`src/rtl/imem_port_arbiter.sv`:
```
// Round-robin arbiter sharing the instruction ROM read port between fetch (port 0) and debug (port 1).
// Optional address range checking is compiled in with `define IMEM_ARB_RANGE_CHECK_EN.
module imem_port_arbiter #(
   parameter int unsigned DATA_WIDTH   = 32,
   parameter int unsigned MEMORY_DEPTH = 32,
   parameter int unsigned WAIT_STATES  = 0
) (
   input  logic                  clk,
   input  logic                  reset,
   input  logic                  req0_i,
   input  logic [DATA_WIDTH-1:0] addr0_i,
   output logic                  gnt0_o,
   output logic                  rvalid0_o,
   output logic [DATA_WIDTH-1:0] rdata0_o,
   output logic                  rerr0_o,
   input  logic                  req1_i,
   input  logic [DATA_WIDTH-1:0] addr1_i,
   output logic                  gnt1_o,
   output logic                  rvalid1_o,
   output logic [DATA_WIDTH-1:0] rdata1_o,
   output logic                  rerr1_o,
   output logic [DATA_WIDTH-1:0] mem_addr_o,
   input  logic [DATA_WIDTH-1:0] mem_rdata_i,
   output logic                  busy_o
);

   localparam logic [1:0] ST_IDLE    = 2'd0;
   localparam logic [1:0] ST_WAIT    = 2'd1;
   localparam logic [1:0] ST_CAPTURE = 2'd2;
   localparam logic [3:0] WAIT_INIT  = 4'(WAIT_STATES);

   if (WAIT_STATES > 15) begin : g_bad_wait_states
      $error("WAIT_STATES must be in 0..15");
   end
   if (MEMORY_DEPTH == 0) begin : g_bad_memory_depth
      $error("MEMORY_DEPTH must be non-zero");
   end

   logic [1:0]            state_q, state_d;
   logic [3:0]            cnt_q, cnt_d;
   logic                  last_q, last_d;
   logic                  id_q, id_d;
   logic [DATA_WIDTH-1:0] addr_q, addr_d;
   logic                  bad_q, bad_d;
   logic                  gnt0_q, gnt0_d, gnt1_q, gnt1_d;
   logic                  rvalid0_q, rvalid0_d, rvalid1_q, rvalid1_d;
   logic                  rerr0_q, rerr0_d, rerr1_q, rerr1_d;
   logic [DATA_WIDTH-1:0] rdata0_q, rdata0_d, rdata1_q, rdata1_d;
   logic [DATA_WIDTH-1:0] cap_data;
   logic                  win_id;
   logic [DATA_WIDTH-1:0] win_addr;
   logic                  win_bad;

   // On a tie the port that did not win last time gets the grant.
   assign win_id   = (req0_i && req1_i) ? ~last_q : req1_i;
   assign win_addr = win_id ? addr1_i : addr0_i;

`ifdef IMEM_ARB_RANGE_CHECK_EN
   logic [DATA_WIDTH-1:0] word_idx;
   assign word_idx = win_addr >> 2;
   assign win_bad  = (win_addr[1:0] != 2'b00) || (word_idx >= DATA_WIDTH'(MEMORY_DEPTH));
`else
   assign win_bad  = 1'b0;
`endif

   assign cap_data = bad_q ? '0 : mem_rdata_i;

   always_comb begin
      state_d   = state_q;
      cnt_d     = cnt_q;
      last_d    = last_q;
      id_d      = id_q;
      addr_d    = addr_q;
      bad_d     = bad_q;
      gnt0_d    = 1'b0;
      gnt1_d    = 1'b0;
      rvalid0_d = 1'b0;
      rvalid1_d = 1'b0;
      rerr0_d   = 1'b0;
      rerr1_d   = 1'b0;
      rdata0_d  = rdata0_q;
      rdata1_d  = rdata1_q;
      case (state_q)
         ST_IDLE: begin
            if (req0_i || req1_i) begin
               id_d   = win_id;
               addr_d = win_addr;
               bad_d  = win_bad;
               last_d = win_id;
               gnt0_d = ~win_id;
               gnt1_d = win_id;
               if (WAIT_STATES > 0) begin
                  state_d = ST_WAIT;
                  cnt_d   = WAIT_INIT;
               end else begin
                  state_d = ST_CAPTURE;
               end
            end
         end
         ST_WAIT: begin
            cnt_d = cnt_q - 4'd1;
            if (cnt_q == 4'd1) state_d = ST_CAPTURE;
         end
         ST_CAPTURE: begin
            if (id_q) begin
               rvalid1_d = 1'b1;
               rdata1_d  = cap_data;
               rerr1_d   = bad_q;
            end else begin
               rvalid0_d = 1'b1;
               rdata0_d  = cap_data;
               rerr0_d   = bad_q;
            end
            state_d = ST_IDLE;
         end
         default: state_d = ST_IDLE;
      endcase
   end

   always_ff @(posedge clk or negedge reset) begin
      if (!reset) begin
         state_q   <= ST_IDLE;
         cnt_q     <= 4'd0;
         last_q    <= 1'b1;
         id_q      <= 1'b0;
         addr_q    <= '0;
         bad_q     <= 1'b0;
         gnt0_q    <= 1'b0;
         gnt1_q    <= 1'b0;
         rvalid0_q <= 1'b0;
         rvalid1_q <= 1'b0;
         rerr0_q   <= 1'b0;
         rerr1_q   <= 1'b0;
         rdata0_q  <= '0;
         rdata1_q  <= '0;
      end else begin
         state_q   <= state_d;
         cnt_q     <= cnt_d;
         last_q    <= last_d;
         id_q      <= id_d;
         addr_q    <= addr_d;
         bad_q     <= bad_d;
         gnt0_q    <= gnt0_d;
         gnt1_q    <= gnt1_d;
         rvalid0_q <= rvalid0_d;
         rvalid1_q <= rvalid1_d;
         rerr0_q   <= rerr0_d;
         rerr1_q   <= rerr1_d;
         rdata0_q  <= rdata0_d;
         rdata1_q  <= rdata1_d;
      end
   end

   assign gnt0_o     = gnt0_q;
   assign gnt1_o     = gnt1_q;
   assign rvalid0_o  = rvalid0_q;
   assign rvalid1_o  = rvalid1_q;
   assign rdata0_o   = rdata0_q;
   assign rdata1_o   = rdata1_q;
   assign rerr0_o    = rerr0_q;
   assign rerr1_o    = rerr1_q;
   assign busy_o     = (state_q != ST_IDLE);
   // A rejected address is never presented to the ROM.
   assign mem_addr_o = ((state_q != ST_IDLE) && !bad_q) ? addr_q : '0;

endmodule

```
`config.mk`:
```
export PLATFORM = sky130hd
export DESIGN_NAME = imem_port_arbiter
export DESIGN_NICKNAME = d
export VERILOG_FILES = /design/src/rtl/imem_port_arbiter.sv
export SDC_FILE = /design/constraint.sdc
export NUM_CORES = 1
export LEC_CHECK = 0
export ABC_AREA = 1
export BUFFER_PORTS_ARGS = -buffer_cell sky130_fd_sc_hd__buf_2
export CORE_ASPECT_RATIO = 1.2
export CORE_UTILIZATION = 40
export CTS_CLUSTER_DIAMETER = 120
export CTS_CLUSTER_SIZE = 16
export DETAILED_ROUTE_END_ITERATION = 8
export PLACE_DENSITY_LB_ADDON = 0.05
export SLEW_MARGIN = 5
export SYNTH_ARGS = -nofsm -noshare
export SYNTH_HDL_FRONTEND = slang
export SYNTH_SLANG_ARGS = --single-unit
export TNS_END_PERCENT = 5
```
`constraint.sdc`:
```
create_clock -name clk -period 1.55 [get_ports clk]
set_clock_uncertainty 0.2 [all_clocks]
set_input_delay 0 -clock clk [delete_from_list [all_inputs] [get_ports clk]]
set_output_delay 0 -clock clk [all_outputs]
set_load 0.02 [all_outputs]
```
==> impl_metrics.toml, run 1 <==
[cells_and_area]
nets = 947
layout.cells.most_common_list = "buf_2 (198), nand2_1 (170), dlygate4sd3_1 (103)"
diodes = 0
fin_area_sq_um = 7160
drive_gt1_frac = 0.288
final_common_cell = "buf_2"
syn_to_final_growth_pct = 55.8

[cts]
root_buffer = "clkbuf_16"
cts_tree = "yes"
clock_latency_ps = 340
cts_max_level = 3
cts_inserted_buffers = 9
cts_buffer_depth = 2
clk_pin_slew_worst_paths_ps = 70
clock_sinks = 103

[sta]
hold_viol = 3
rsz0062_at_grt = "true"
finalSetupViolCount = 0
max_clock_freq_ghz = 0.665
finalCritPeriodShare = 0.970
holdWs_ps = -24.3
fin_crit_ps = 1500
maxSlewViolCount = 0
worst_pin_slew_ps = 549
slew_headroom = 0.634

[status]
status = "finished, violations left"
violations = "hold timing"

[route]
via_per_inst = 4.56
wl_per_cell_um = 13.0
drtIter0Drc = 158
drc_errors = 0
firstDrtPassIters = 6
dr_total_vias = 4586
wl_um = 13100
ant_nets = 0

[grt]
grt_antenna_before_repair = 0
grt_max_degree = 104
grt_pass1_vias = 4649
grt_pass1_wl_um = 21600
grt_overflow = 0
grt_usage = 0.227

[synth]
synth_seq_cells = 103
synth_area_sq_um = 4590
synth_top_cell_by_area = "dfrtp_1"
synthCells = 550
synth-warning-count = 0
ys_top_cells_by_area = "dfrtp_1 (56%), nand2_1 (14%), inv_1 (7.2%)"
synth_top_area_frac = 0.556
ys_seq_area_frac = 0.561
synth.distinct_cells = 22
avgSynthCellArea_sq_um = 8.35

[setup_path]
worstReg2RegEnd = "addr_q[8]"
cp.required_ps = 1350
cp_max_fo = 23
arrival_ps = 1300
r2r_slack_ps = 110
timing.rr.start = "state_q[1]"
startpoint_type = "flip-flop"
endpoint_kind = "output port"
crit_type = "flip-flop to output port"
r2r_cells = 5

[min_path]
hold_start = "req1_i"
hp-class = "primary input to flip-flop"
holdPathEnd = "last_q"
hold_depth = 4

[placed_design]
place_area_sq_um = 5760
dp_hpwl_um = 7760
gp_congestion = 0.752
io_buffers = 200

[power_and_ir_drop]
power.static_leakage_nw = 4.08
ir_drop_mv = 0.538
p_per_area_nw_per_um2 = 1360

[die]
die_h_um = 119
dieArea_sq_um = 11900
core_area_sq_um = 11100
start_util = 0.414
boundaryPins = 203
rows = 42
fp.dieW_um = 99.8

[flow_run]
maxCapViolations = 0
==> critical path, cell delays in order (launching register included) <==
cell,delay (ps)
dfrtp_2,450
buf_12,190
nand2_1,90
inv_1,90
buf_4,150
==> final cells by class <==
class                           instances  area [sq um]
Fill cell                             941          3930
Sequential cell                       103          2580
Timing Repair Buffer                  321          2250
Multi-Input combinational cell        323          1500
Inverter                               89           334
Clock buffer                            9           225
Tap cell                              154           193
Clock inverter                          7          80.1
==> what timing repair did <==
item	in CTS	in global routing
gates resized for setup	3	3
setup endpoints to repair	32	19
cloned	0	1
endpoints found under the hold margin	200	6
hold buffers	101	2
buffers inserted	4	0
==> synthesized netlist by cell type, drive strengths merged <==
library cell and n:
nand2 174, buf 27, dfstp 1, nand4 12, nor2 3, a21oi 1, dfrtp 102, nand3b 20
clkbuf 10, nand3 44, o21ai 66, inv 89, conb 1
==> logic make-up (layout without fill, tap and decap cells) <==
kind of cell,count (synthesis),after routing,synth area share
simple gates,253,253,0.245
buf+inv,126,426,0.118
flops,103,103,0.561
compound gates,67,68,0.0754
other cells,1,2,0.000816
==> power breakdown <==
group | switching [mW] | total (mW) | internal, mW
clock network | 1.02 | 2.30 | 1.27
registers | 0.428 | 3.92 | 3.49
logic | 2.19 | 3.49 | 1.30
==> how the worst max path moves through the flow <==
stage                          start             end  slack, ps  cells after the start
final                     state_q[1]  mem_addr_o[13]         50                      4
after global routing      state_q[1]  mem_addr_o[13]        -20                      4
after CTS                 state_q[1]   mem_addr_o[4]         40                      4
after detailed placement  state_q[1]      addr_q[10]         40                      4
after global placement    state_q[1]      addr_q[10]        100                      4
after floorplan           state_q[1]    rdata0_o[22]        110                      6
==> metal layers <==
metal	global-route usage	up-vias	share of wire
met5	0	-	0
met4	0.0919	0	0.022
met3	0.0552	27	0.062
met2	0.375	173	0.49
met1	0.283	2093	0.43
li1	-	2293	-
==> metrics by stage <==
| step | worst slack (ps) | TNS [ps] | power [mW] | cells | util |
|---|---|---|---|---|---|
| 2_1_floorplan | 105 | 0 | 5.94 | 551 | - |
| 3_3_place_gp | 99.2 | 0 | 7.15 | 882 | 0.520 |
| 3_5_place_dp | 41.3 | 0 | 7.22 | 882 | 0.520 |
| 4_1_cts | 39.8 | 0 | 9.77 | 1003 | 0.642 |
| 5_1_grt | -17.7 | -17.7 | 10.4 | 1006 | 0.646 |
| 6_report | 46.0 | 0 | 9.71 | 1006 | 0.646 |
No activity file was read; power rests on OpenSTA's default activity.
==> run 2, diff against run 1 <==
--- a/config.mk
+++ b/config.mk
@@ -8,6 +8,7 @@
 export ABC_AREA = 1
 export BUFFER_PORTS_ARGS = -buffer_cell sky130_fd_sc_hd__buf_2
 export CORE_ASPECT_RATIO = 1.2
+export CORE_MARGIN = 2
 export CORE_UTILIZATION = 40
 export CTS_CLUSTER_DIAMETER = 120
 export CTS_CLUSTER_SIZE = 16
==> impl_metrics.toml, run 2 (synthesized netlist as in run 1, its figures left out) <==
[status]
status = "complete, no violations"

[cells_and_area]
diodes = 0
nets = 943
layout.cells.most_common_list = "buf_2 (199), nand2_1 (170), dfrtp_1 (101)"
final_common_cell = "buf_2"
stdcell_count = 1002
syn_to_final_growth_pct = 55.1
fin_area_sq_um = 7130
nFillCells = 959
post-route-util = 0.640
drive_gt1_frac = 0.287

[placed_design]
place_area_sq_um = 5790
dp_hpwl_um = 8280
gp_congestion = 0.790
io_buffers = 200
post-place-cells = 884

[sta]
rsz0062_at_grt = "false"
hold_viol = 0
maxSlewViolCount = 0
worst_pin_slew_ps = 541
max_clock_freq_ghz = 0.675
finalCritPeriodShare = 0.956
fin_crit_ps = 1480
finalSetupViolCount = 0
tns_ps = 0
slew_headroom = 0.638

[setup_path]
crit_path_end = "mem_addr_o[6]"
timing.rr.start = "state_q[1]"
r2r_slack_ps = 110
cpPeakStageDelay_ps = 430
crit_start = "state_q[1]"
endpoint_kind = "output port"
startpoint_type = "flip-flop"
slowest_stage = "dfrtp_2"
worstReg2RegEnd = "rdata0_o[5]"
cp.required_ps = 1350
crit_type = "flip-flop to output port"
arrival_ps = 1280
cp_cell_sequence = "buf_4, nand2_1, inv_1, buf_2"
r2r_cells = 4
cp_max_fo = 13

[die]
fp.dieW_um = 102
dieArea_sq_um = 12400
start_util = 0.412
core_area_sq_um = 11100
rows = 42
boundaryPins = 203
die_h_um = 121

[cts]
cts_inserted_buffers = 9
clock_sinks = 103
clk_pin_slew_worst_paths_ps = 70
clock_latency_ps = 340
root_buffer = "clkbuf_16"
cts_max_level = 3
cts_tree = "yes"
cts_buffer_depth = 2

[power_and_ir_drop]
totalPowerFinal_mw = 9.66
ir_drop_mv = 0.536
p_per_area_nw_per_um2 = 1360
power.static_leakage_nw = 4.06

[route]
via_per_inst = 4.64
wl_um = 13400
ant_nets = 0
drtIter0Drc = 219
firstDrtPassIters = 5
drc_errors = 0
wl_per_cell_um = 13.4
dr_total_vias = 4648

[grt]
grt_antenna_before_repair = 0
grt_overflow = 0
grt_max_degree = 42
grt_pass1_vias = 4546
grt_pass1_wl_um = 20800
grt_usage = 0.213

[min_path]
hp-class = "primary input to flip-flop"
hold_start = "addr0_i[3]"

[flow_run]
maxCapViolations = 0
[run 2: critical path: cells and delay by family (launching register included)]
kind | cells | cell delay [ps]
DFF | 1 | 430
buffers and inverters | 3 | 430
and+or+nand+nor | 1 | 90
[run 2: final cells by class]
class | instances | area (sq um) | area share
sequential | 103 | 2580 | 0.362
timing repair buffer | 317 | 2220 | 0.311
multi-input combinational | 323 | 1500 | 0.211
inverter | 89 | 334 | 0.0469
tap | 154 | 193 | 0.0270
clock buffer | 11 | 243 | 0.0341
clock inverter | 5 | 57.6 | 0.00808
[run 2: repair_timing]
item,in CTS,in global routing
pin swaps,0,1
endpoints found under the setup margin,33,107
hold buffers,100,0
endpoints found under the hold margin,202,0
resized for setup,2,3
gates cloned,0,1
setup buffers,1,0
[run 2: worst min-delay path by stage]
stage | end | slack (ps) | depth (start not counted)
floorplan | addr_q[0] | -500 | 0
global placement | rdata1_o[24] | -220 | 1
detailed placement | rdata0_o[24] | -210 | 1
CTS | addr_q[1] | 210 | 4
global route | addr_q[10] | 240 | 4
finish | addr_q[3] | 240 | 4
[run 2: per-stage QoR]
stage	setup slack, ps	hold slack (ps)
final	68.3	242
after floorplan	105	-496
after CTS	5.97	209
after global placement	151	-219
after detailed placement	91.3	-210
after global routing	4.63	241
[run 2: metal layers]
layer,GRT usage,part of all wire,vias up
li1,-,-,2281
met1,0.256,0.42,2150
met2,0.374,0.50,176
met3,0.0415,0.055,41
met4,0.0758,0.026,0
met5,0,0,-
[run 2: report_power, final]
| part | total (mW) | internal, mW | switching [mW] |
|---|---|---|---|
| Clock | 2.25 | 1.29 | 0.957 |
| Sequential | 3.91 | 3.49 | 0.416 |
| Combinational | 3.50 | 1.29 | 2.20 |
| Total | 9.66 | 6.08 | 3.58 |
==> run 3, diff against run 2 <==
--- a/config.mk
+++ b/config.mk
@@ -14,6 +14,7 @@
 export CTS_CLUSTER_SIZE = 16
 export DETAILED_ROUTE_END_ITERATION = 8
 export PLACE_DENSITY_LB_ADDON = 0.05
+export REMOVE_ABC_BUFFERS = 1
 export SLEW_MARGIN = 5
 export SYNTH_ARGS = -nofsm -noshare
 export SYNTH_HDL_FRONTEND = slang
==> impl_metrics.toml, run 3 (synthesized netlist as in run 1, its figures left out) <==
[die]
fp.dieW_um = 102
boundaryPins = 203
dieArea_sq_um = 12400
core_area_sq_um = 11100
die_h_um = 121
rows = 42
start_util = 0.412

[cells_and_area]
diodes = 0
drive_gt1_frac = 0.289
final_common_cell = "buf_2"
layout.cells.most_common_list = "buf_2 (190), nand2_1 (170), dfrtp_1 (101)"
nets = 943
post-route-util = 0.642
syn_to_final_growth_pct = 55.6

[cts]
cts_max_level = 3
cts_inserted_buffers = 9
clock_latency_ps = 350
cts_tree = "yes"
clock_sinks = 103
clk_pin_slew_worst_paths_ps = 80
root_buffer = "clkbuf_16"
cts_buffer_depth = 2

[power_and_ir_drop]
totalPowerFinal_mw = 9.63
ir_drop_mv = 0.859
p_per_area_nw_per_um2 = 1350
power.static_leakage_nw = 4.07

[route]
wl_um = 13300
dr_total_vias = 4565
firstDrtPassIters = 4
wl_per_cell_um = 13.3
ant_nets = 0
drtIter0Drc = 233
drc_errors = 0
via_per_inst = 4.56

[placed_design]
gp_congestion = 0.786
dp_slack_ps = 152
io_buffers = 200
dp_hpwl_um = 8410

[setup_path]
crit_type = "flip-flop to output port"
startpoint_type = "flip-flop"
arrival_ps = 1300
cp_max_fo = 19
cp.required_ps = 1350
endpoint_kind = "output port"

[grt]
grt_antenna_before_repair = 0
grt_max_degree = 66
grt_usage = 0.220
grt_pass1_wl_um = 21300
grt_overflow = 0
grt_pass1_vias = 4559

[sta]
rsz0062_at_grt = "true"
finalSetupViolCount = 0
max_clock_freq_ghz = 0.665
finalCritPeriodShare = 0.970
maxSlewViolCount = 0
fin_crit_ps = 1500
hold_viol = 0
setup_ws_ps = 46.8

[flow_run]
maxCapViolations = 0

[status]
status = "complete, no violations"

[min_path]
hp-class = "primary input to async pin"
run 3: cell count changes in the layout (fill, tap and decap cells not counted), moves of 2 or more:
cell	before	now
buf_12	6	8
buf_2	199	190
buf_4	10	20
clkinv_4	0	3
clkinvlp_4	3	0
run 3: worst paths after layout:
path	to	cells past startpoint	from	slack, ps
worst min-delay path	rdata0_o[31]	3	reset	20
max in group asynchronous	addr_q[19]	3	reset	560
worst max-delay path	mem_addr_o[1]	4	state_q[1]	50
min in group clk	addr_q[2]	4	addr0_i[2]	220
worst min register to register	last_q	2	last_q	270
worst max register to register	rdata0_o[4]	4	state_q[1]	90
run 3: per-stage QoR:
stage	instance area (sq um)	setup TNS [ps]	cells	hold WS, ps
floorplan	4390	-90610	514	-496
global placement	5800	0	885	-364
detailed placement	5800	0	885	-369
CTS	7100	0	1001	17.7
global route	7150	-21.5	1002	30.4
finish	7150	0	1002	15.8
run 3: cell type report:
cell class,count,area (sq um)
fillers,966,3990
inverters,89,334
flip-flops and latches,103,2580
clock inverters,7,67.6
well taps,154,193
clock buffers,9,225
repair buffers,318,2260
multi-input cells,322,1490
run 3: repair_timing:
| item | CTS | global route |
|---|---|---|
| endpoints found under the setup margin | 32 | 27 |
| gates resized for setup | 4 | 14 |
| endpoints found under the hold margin | 200 | 0 |
| pin swaps | 0 | 0 |
| buffers inserted | 0 | 1 |
| hold buffers | 100 | 0 |
run 3: worst max-delay path: stages, from the launching register on:
cell	delay, ps
dfrtp_2	490
buf_12	190
nand2_1	60
inv_1	50
buf_2	160
run 3: power by group:
group          total [mW]  internal [mW]  switching, mW
sequential           3.94           3.49          0.447
clock                2.18           1.12           1.05
combinational        3.52           1.32           2.19
run 3: metal layers:
layer	track usage	part of all wire
met5	0	0
met4	0.0892	0.028
met3	0.0472	0.068
met2	0.373	0.49
met1	0.269	0.41
